### src/rtl/shift_issue_stage_pkg.sv
// Shared definitions for the shift issue stage: op codes, FIFO entry layout and a fill-mask helper.
package shift_issue_stage_pkg;

    typedef enum logic [2:0] {
        OP_SHLL  = 3'b000,
        OP_SHRL  = 3'b001,
        OP_SHRA  = 3'b010,
        OP_SHLLV = 3'b011,
        OP_SHRLV = 3'b100,
        OP_SHRAV = 3'b101
    } shift_op_e;

    // Entry layout, LSB first: ILL, RD, CARRY, FILL, SHAMT, DIR, I
    localparam int OFF_ILL   = 0;
    localparam int OFF_RD    = 1;
    localparam int OFF_CARRY = 6;
    localparam int OFF_FILL  = 7;
    localparam int OFF_SHAMT = 39;
    localparam int OFF_DIR   = 44;
    localparam int OFF_I     = 45;
    localparam int ENTRY_W   = 77;

    function automatic logic [31:0] sign_fill_mask(input logic [4:0] shamt);
        return ~(32'hFFFF_FFFF >> shamt);
    endfunction

endpackage

### src/rtl/shift_issue_stage_if.sv
// Decode-side and shifter-side handshake bundle of the shift issue stage, plus the branch flush.
interface shift_issue_stage_if;

    logic        flush;
    logic        in_valid;
    logic        in_ready;
    logic [2:0]  in_op;
    logic [31:0] in_rs;
    logic [31:0] in_rt;
    logic [4:0]  in_imm;
    logic [4:0]  in_rd;
    logic        out_valid;
    logic        out_ready;
    logic [31:0] out_i;
    logic        out_dir;
    logic [4:0]  out_shamt;
    logic [31:0] out_fill;
    logic        out_carry;
    logic [4:0]  out_rd;
    logic        out_ill;

    modport slave (
        input  flush, in_valid, in_op, in_rs, in_rt, in_imm, in_rd, out_ready,
        output in_ready, out_valid, out_i, out_dir, out_shamt, out_fill, out_carry, out_rd, out_ill
    );

    modport master (
        output flush, in_valid, in_op, in_rs, in_rt, in_imm, in_rd, out_ready,
        input  in_ready, out_valid, out_i, out_dir, out_shamt, out_fill, out_carry, out_rd, out_ill
    );

endinterface

### src/rtl/shift_issue_stage_fifo.sv
// Generic DEPTH x W FIFO with occupancy count and synchronous flush; DEPTH must be a power of two.
module shift_fifo #(
    parameter int DEPTH = 2,
    parameter int AW    = 1,
    parameter int W     = 77
) (
    input  logic         clk,
    input  logic         rst_n,
    input  logic         i_flush,
    input  logic         i_push,
    input  logic         i_pop,
    input  logic [W-1:0] i_wdata,
    output logic [W-1:0] o_rdata,
    output logic         o_full,
    output logic         o_empty
);

    logic [W-1:0]  r_mem [DEPTH];
    logic [AW-1:0] r_wptr;
    logic [AW-1:0] r_rptr;
    logic [AW:0]   r_count;
    logic          w_push;
    logic          w_pop;

    assign o_full  = (r_count == (AW+1)'(DEPTH));
    assign o_empty = (r_count == '0);
    assign w_push  = i_push && !o_full;
    assign w_pop   = i_pop && !o_empty;
    assign o_rdata = r_mem[r_rptr];

    // Pointers wrap naturally because DEPTH is a power of two.
    always_ff @(posedge clk or negedge rst_n) begin
        if (!rst_n) begin
            r_wptr  <= '0;
            r_rptr  <= '0;
            r_count <= '0;
        end else if (i_flush) begin
            r_wptr  <= '0;
            r_rptr  <= '0;
            r_count <= '0;
        end else begin
            if (w_push) r_wptr <= r_wptr + 1'b1;
            if (w_pop)  r_rptr <= r_rptr + 1'b1;
            case ({w_push, w_pop})
                2'b10:   r_count <= r_count + 1'b1;
                2'b01:   r_count <= r_count - 1'b1;
                default: r_count <= r_count;
            endcase
        end
    end

    always_ff @(posedge clk) begin
        if (w_push && !i_flush) r_mem[r_wptr] <= i_wdata;
    end

endmodule

### src/rtl/shift_issue_stage.sv
// Issue stage ahead of the barrel shifter: decodes shift micro-ops at push time and buffers them.
module shift_issue_stage
    import shift_issue_stage_pkg::*;
#(
    parameter int DEPTH = 2,
    parameter int AW    = 1
) (
    input  logic               clk,
    input  logic               rst_n,
    shift_issue_stage_if.slave bus
);

    logic               w_push;
    logic               w_pop;
    logic               w_full;
    logic               w_empty;
    logic [ENTRY_W-1:0] w_wdata;
    logic [ENTRY_W-1:0] w_rdata;
    logic [ENTRY_W-1:0] w_head;
    logic               w_imm_op;
    logic               w_left;
    logic               w_sra;
    logic               w_ill;
    logic [4:0]         w_shamt;
    logic [4:0]         w_cidx;
    logic               w_carry;
    logic [31:0]        w_fill;
    logic               w_unused;

    assign w_unused = ^bus.in_rt[31:5];

    always_comb begin
        w_imm_op = 1'b0;
        w_left   = 1'b0;
        w_sra    = 1'b0;
        w_ill    = 1'b0;
        case (bus.in_op)
            OP_SHLL:  begin w_imm_op = 1'b1; w_left = 1'b1; end
            OP_SHRL:  w_imm_op = 1'b1;
            OP_SHRA:  begin w_imm_op = 1'b1; w_sra = 1'b1; end
            OP_SHLLV: w_left = 1'b1;
            OP_SHRLV: w_left = 1'b0;
            OP_SHRAV: w_sra = 1'b1;
            default:  w_ill = 1'b1;
        endcase
    end

    // Carry index: left shifts lose bit 32-SHAMT, right shifts lose bit SHAMT-1.
    always_comb begin
        w_shamt = w_ill ? 5'd0 : (w_imm_op ? bus.in_imm : bus.in_rt[4:0]);
        w_cidx  = w_left ? 5'(6'd32 - {1'b0, w_shamt}) : (w_shamt - 5'd1);
        w_carry = (w_shamt != 5'd0) && bus.in_rs[w_cidx];
        w_fill  = (w_sra && bus.in_rs[31]) ? sign_fill_mask(w_shamt) : 32'd0;
    end

    always_comb begin
        w_wdata                   = '0;
        w_wdata[OFF_I +: 32]      = bus.in_rs;
        w_wdata[OFF_DIR]          = w_left;
        w_wdata[OFF_SHAMT +: 5]   = w_shamt;
        w_wdata[OFF_FILL +: 32]   = w_fill;
        w_wdata[OFF_CARRY]        = w_carry;
        w_wdata[OFF_RD +: 5]      = bus.in_rd;
        w_wdata[OFF_ILL]          = w_ill;
    end

    assign bus.in_ready  = !w_full;
    assign bus.out_valid = !w_empty;
    assign w_push        = bus.in_valid && !w_full;
    assign w_pop         = !w_empty && bus.out_ready;

    shift_fifo #(
        .DEPTH (DEPTH),
        .AW    (AW),
        .W     (ENTRY_W)
    ) u_fifo (
        .clk     (clk),
        .rst_n   (rst_n),
        .i_flush (bus.flush),
        .i_push  (w_push),
        .i_pop   (w_pop),
        .i_wdata (w_wdata),
        .o_rdata (w_rdata),
        .o_full  (w_full),
        .o_empty (w_empty)
    );

    // Storage is not reset, so the head is forced to zero whenever nothing is buffered.
    assign w_head        = w_empty ? '0 : w_rdata;
    assign bus.out_i     = w_head[OFF_I +: 32];
    assign bus.out_dir   = w_head[OFF_DIR];
    assign bus.out_shamt = w_head[OFF_SHAMT +: 5];
    assign bus.out_fill  = w_head[OFF_FILL +: 32];
    assign bus.out_carry = w_head[OFF_CARRY];
    assign bus.out_rd    = w_head[OFF_RD +: 5];
    assign bus.out_ill   = w_head[OFF_ILL];

endmodule

### src/flat_wrapper.sv
// flat-port wrapper written by rule: the top's interface ports become plain ports
module shift_issue_stage_flat import shift_issue_stage_pkg::*;
#(
    parameter int DEPTH = 2,
    parameter int AW    = 1
)
  (clk, rst_n, bus_flush, bus_in_valid, bus_in_op, bus_in_rs, bus_in_rt, bus_in_imm, bus_in_rd, bus_out_ready, bus_in_ready, bus_out_valid, bus_out_i, bus_out_dir, bus_out_shamt, bus_out_fill, bus_out_carry, bus_out_rd, bus_out_ill);
  shift_issue_stage_if bus_i ();
  input  logic clk;
  input  logic rst_n;
  input wire logic [$bits(bus_i.flush)-1:0] bus_flush;
  input wire logic [$bits(bus_i.in_valid)-1:0] bus_in_valid;
  input wire logic [$bits(bus_i.in_op)-1:0] bus_in_op;
  input wire logic [$bits(bus_i.in_rs)-1:0] bus_in_rs;
  input wire logic [$bits(bus_i.in_rt)-1:0] bus_in_rt;
  input wire logic [$bits(bus_i.in_imm)-1:0] bus_in_imm;
  input wire logic [$bits(bus_i.in_rd)-1:0] bus_in_rd;
  input wire logic [$bits(bus_i.out_ready)-1:0] bus_out_ready;
  output wire logic [$bits(bus_i.in_ready)-1:0] bus_in_ready;
  output wire logic [$bits(bus_i.out_valid)-1:0] bus_out_valid;
  output wire logic [$bits(bus_i.out_i)-1:0] bus_out_i;
  output wire logic [$bits(bus_i.out_dir)-1:0] bus_out_dir;
  output wire logic [$bits(bus_i.out_shamt)-1:0] bus_out_shamt;
  output wire logic [$bits(bus_i.out_fill)-1:0] bus_out_fill;
  output wire logic [$bits(bus_i.out_carry)-1:0] bus_out_carry;
  output wire logic [$bits(bus_i.out_rd)-1:0] bus_out_rd;
  output wire logic [$bits(bus_i.out_ill)-1:0] bus_out_ill;
  assign bus_i.flush = bus_flush;
  assign bus_i.in_valid = bus_in_valid;
  assign bus_i.in_op = bus_in_op;
  assign bus_i.in_rs = bus_in_rs;
  assign bus_i.in_rt = bus_in_rt;
  assign bus_i.in_imm = bus_in_imm;
  assign bus_i.in_rd = bus_in_rd;
  assign bus_i.out_ready = bus_out_ready;
  assign bus_in_ready = bus_i.in_ready;
  assign bus_out_valid = bus_i.out_valid;
  assign bus_out_i = bus_i.out_i;
  assign bus_out_dir = bus_i.out_dir;
  assign bus_out_shamt = bus_i.out_shamt;
  assign bus_out_fill = bus_i.out_fill;
  assign bus_out_carry = bus_i.out_carry;
  assign bus_out_rd = bus_i.out_rd;
  assign bus_out_ill = bus_i.out_ill;
  shift_issue_stage #(.DEPTH(DEPTH), .AW(AW)) u_core (.clk(clk), .rst_n(rst_n), .bus(bus_i));
endmodule
### config.mk
export PLATFORM = sky130hd
export DESIGN_NAME = shift_issue_stage_flat
export DESIGN_NICKNAME = d
export VERILOG_FILES = /design/src/rtl/shift_issue_stage_pkg.sv /design/src/rtl/shift_issue_stage_if.sv /design/src/rtl/shift_issue_stage_fifo.sv /design/src/rtl/shift_issue_stage.sv /design/src/flat_wrapper.sv
export SDC_FILE = /design/constraint.sdc
export NUM_CORES = 1
export LEC_CHECK = 0
export ABC_AREA = 1
export BUFFER_PORTS_ARGS = -buffer_cell sky130_fd_sc_hd__clkbuf_2
export CAP_MARGIN = 20
export CORE_MARGIN = 1
export CORE_UTILIZATION = 40
export CTS_CLUSTER_DIAMETER = 80
export CTS_CLUSTER_SIZE = 16
export DETAILED_ROUTE_END_ITERATION = 12
export GPL_ROUTABILITY_DRIVEN = 0
export SYNTH_ARGS = -nofsm -noshare
export SYNTH_HDL_FRONTEND = slang
export SYNTH_SLANG_ARGS = --single-unit
### constraint.sdc
create_clock -name clk -period 11.2 [get_ports clk]
set_input_delay 1.68 -clock clk [delete_from_list [all_inputs] [get_ports clk]]
set_output_delay 1.68 -clock clk [all_outputs]
set_load 0.01 [all_outputs]
==> run metrics <==
Critical Path Source Type register; vias in the first global route 5127; TritonCTS Sinks 156; # diodes 0; CP Cell Sequence inv_2 -> buf_4 -> nand2_1 -> a21oi_1 -> clkbuf_2; final cycle utilization of the critical path 36.69%; Slowest cell on crit path inv_2; via count 5023; max-slew violations 0; Syn Inst Count 631; Clock Tree Root clkbuf_16; DIE HEIGHT 132.9 um; Starting Density 41.20%; CP arrival 2.43 ns; Worst slew margin 25.92%; synth warn 0; GR Util All Layers 19.78%; hold buffers post-CTS 0; Placement Setup Slack 7.039 ns; family with the most delay on the worst path buffers and inverters; Std-Cell Rows 47; setup TNS 0 ns; layout cells sized above 1 26.07%; max cap viols 0; Fin. Hold Viols 0; clock network power share 33.1%; clock latency on the worst-skew pair 0.42 ns; Finish-stage setup viols 0; non-filler instance count after layout 991; Post-Syn Area per Cell 10.87 sq um; # fillers 1524; First-pass DRT Iterations 5; GR Overflow Total 0; min cycle time layout 4.109 ns; Final ANT Viol Nets 0; first-pass GRT wire length 26590 um; dpl hpwl 10260 um; Post-Syn Area 6857 sq um; Final #Nets 846; DP Cell Count 959; flops & latches, synth 156; die area 17670 sq um; outcome complete, no violations; Port Buf Inserts 132; worst setup margin 7.091 ns; total setup buffers inserted after CTS 0; FMAX 0.2434 GHz; Worst Tran Pin Value 1.111 ns; total CTS buffers 17; worst path required time 9.52 ns; Critical Path End Type primary output; critical-path maximum fanout 42; CTS resizes 0; leading cell type in the layout, fill and taps excluded nand2_1; Worst-path clk slew 0.06 ns; Mapped Nets 719; Lkg Pwr 0.003391 uW; Seq pwr share 39.4%; pin count of the biggest net entering global routing 77; unrepaired setup endpoints after global routing no; core footprint 16640 sq um; Comb power frac 27.5%; register area share after synthesis 68.03%; Final Power 1816 uW; hold crit path type reg -> reg; critical path buffer and inverter count 3; WL/cell 16.84 um; initial antenna violation count 0; Total Wirelength 16690 um; max incr delay on CP 0.56 ns; CTS tree built; H-Tree Depth 4; DRC viols 0; Clock Path Buffers 2; PwrDens 217.5 nW/um^2; Die Wd 132.9 um; switching share of power 32.50%; area delta synth->final 21.75%; Int Power 1226 uW; worst setup path class reg -> out; I/O pins 161; Synth cell types 32; vias per cell 5.069; NetSw 590.1 uW; DR iter-0 viols 341; WHS 0.5694 ns; commonest non-fill, non-tap cells in the layout 211 x nand2_1, 152 x edfxtp_1, 132 x clkbuf_2, 85 x a21oi_1, 41 x nand3_1; Clock Skews 0.01016 ns; Peak VDD IR 0.0001499 V
==> layout make-up <==
class,instances,area (sq um),area share (%)
tap,220,275.3,3.297
inverter,30,112.6,1.349
sequential,156,4666,55.89
clock inverter,15,197.7,2.368
timing repair buffer,137,698.2,8.363
multi-input combinational,416,1973,23.64
clock buffer,17,425.4,5.096
==> sequential cells by signal, summed over array words and instances, names as in the netlist <==
signal,flops
u_core.u_fifo.r_mem,152
u_core.u_fifo.r_wptr,1
u_core.u_fifo.r_count,2
u_core.u_fifo.r_rptr,1
==> logic make-up (layout without fill, tap and decap cells) <==
| group | count (synthesis) | count (layout) | synth area share (%) |
|---|---|---|---|
| and+or+nand+nor | 299 | 299 | 18.89 |
| adders and majority gates | 6 | 6 | 1.095 |
| other | 1 | 1 | 0.05469 |
| AOI/OAI and AO/OA | 108 | 108 | 8.048 |
| DFF | 156 | 156 | 68.03 |
| buffers and inverters | 59 | 199 | 3.522 |
| xor gates and xnor gates | 2 | 2 | 0.3651 |
==> synthesized netlist by cell type (all sizes together) <==
library cell | count | area share, %
clkbuf | 22 | 1.2
buf | 7 | 0.68
o21ai | 20 | 1.5
nor2 | 26 | 1.6
o22ai | 1 | 0.091
xor2 | 2 | 0.37
o211ai | 2 | 0.29
ha | 6 | 1.1
dfrtp | 4 | 1.5
inv | 29 | 1.6
or2 | 3 | 0.27
nand2 | 222 | 13
a21oi | 85 | 6.2
nand3 | 46 | 4.1
nor3 | 2 | 0.15
conb | 1 | 0.055
edfxtp | 152 | 67
clkinv | 1 | 0.055
==> path summary, 6_finish.rpt <==
check | to | slack (ns) | cells past startpoint | from
max in group asynchronous | u_core.u_fifo.r_rptr | 9.99 | 1 | rst_n
setup reg to reg | u_core.u_fifo.r_mem[0][58] | 8.86 | 7 | u_core.u_fifo.r_count[0]
hold / removal | u_core.u_fifo.r_wptr | 0.57 | 1 | u_core.u_fifo.r_wptr
hold reg to reg | u_core.u_fifo.r_wptr | 0.57 | 1 | u_core.u_fifo.r_wptr
min in group asynchronous | u_core.u_fifo.r_wptr | 1.07 | 1 | rst_n
setup / recovery | bus_out_dir | 7.09 | 5 | u_core.u_fifo.r_rptr
==> routing by layer <==
metal  track usage (%)  share of wire (%)  vias to the layer above
met2             33.68                 50                      129
met3             4.444                4.8                        7
li1                  -                  -                     2428
met4             6.322               0.87                        0
met1             24.94                 44                     2459
met5                 0                  0                        -
==> worst reg2reg max path, delay by kind of cell, from the launching register on <==
kind,cells,cell delay [ns]
buffers and inverters,3,1.06
flip-flops,1,0.41
AND/OR/NAND/NOR,4,0.42
==> power groups by stage <==
stage / logic, uW / registers [uW] / clock network (uW)
6_report: 499 / 716 / 601
3_5_place_dp: 507 / 728 / 0
5_1_grt: 556 / 720 / 633
4_1_cts: 507 / 716 / 611
3_3_place_gp: 500 / 726 / 0
2_1_floorplan: 301 / 727 / 0
==> through the flow <==
stage	util [%]	instance area, sq um
finish	50.16	8348
global route	50.16	8348
CTS	50.16	8348
detailed placement	46.42	7725
global placement	46.42	7725
floorplan	-	6857
(Power assumes the default switching activity.)
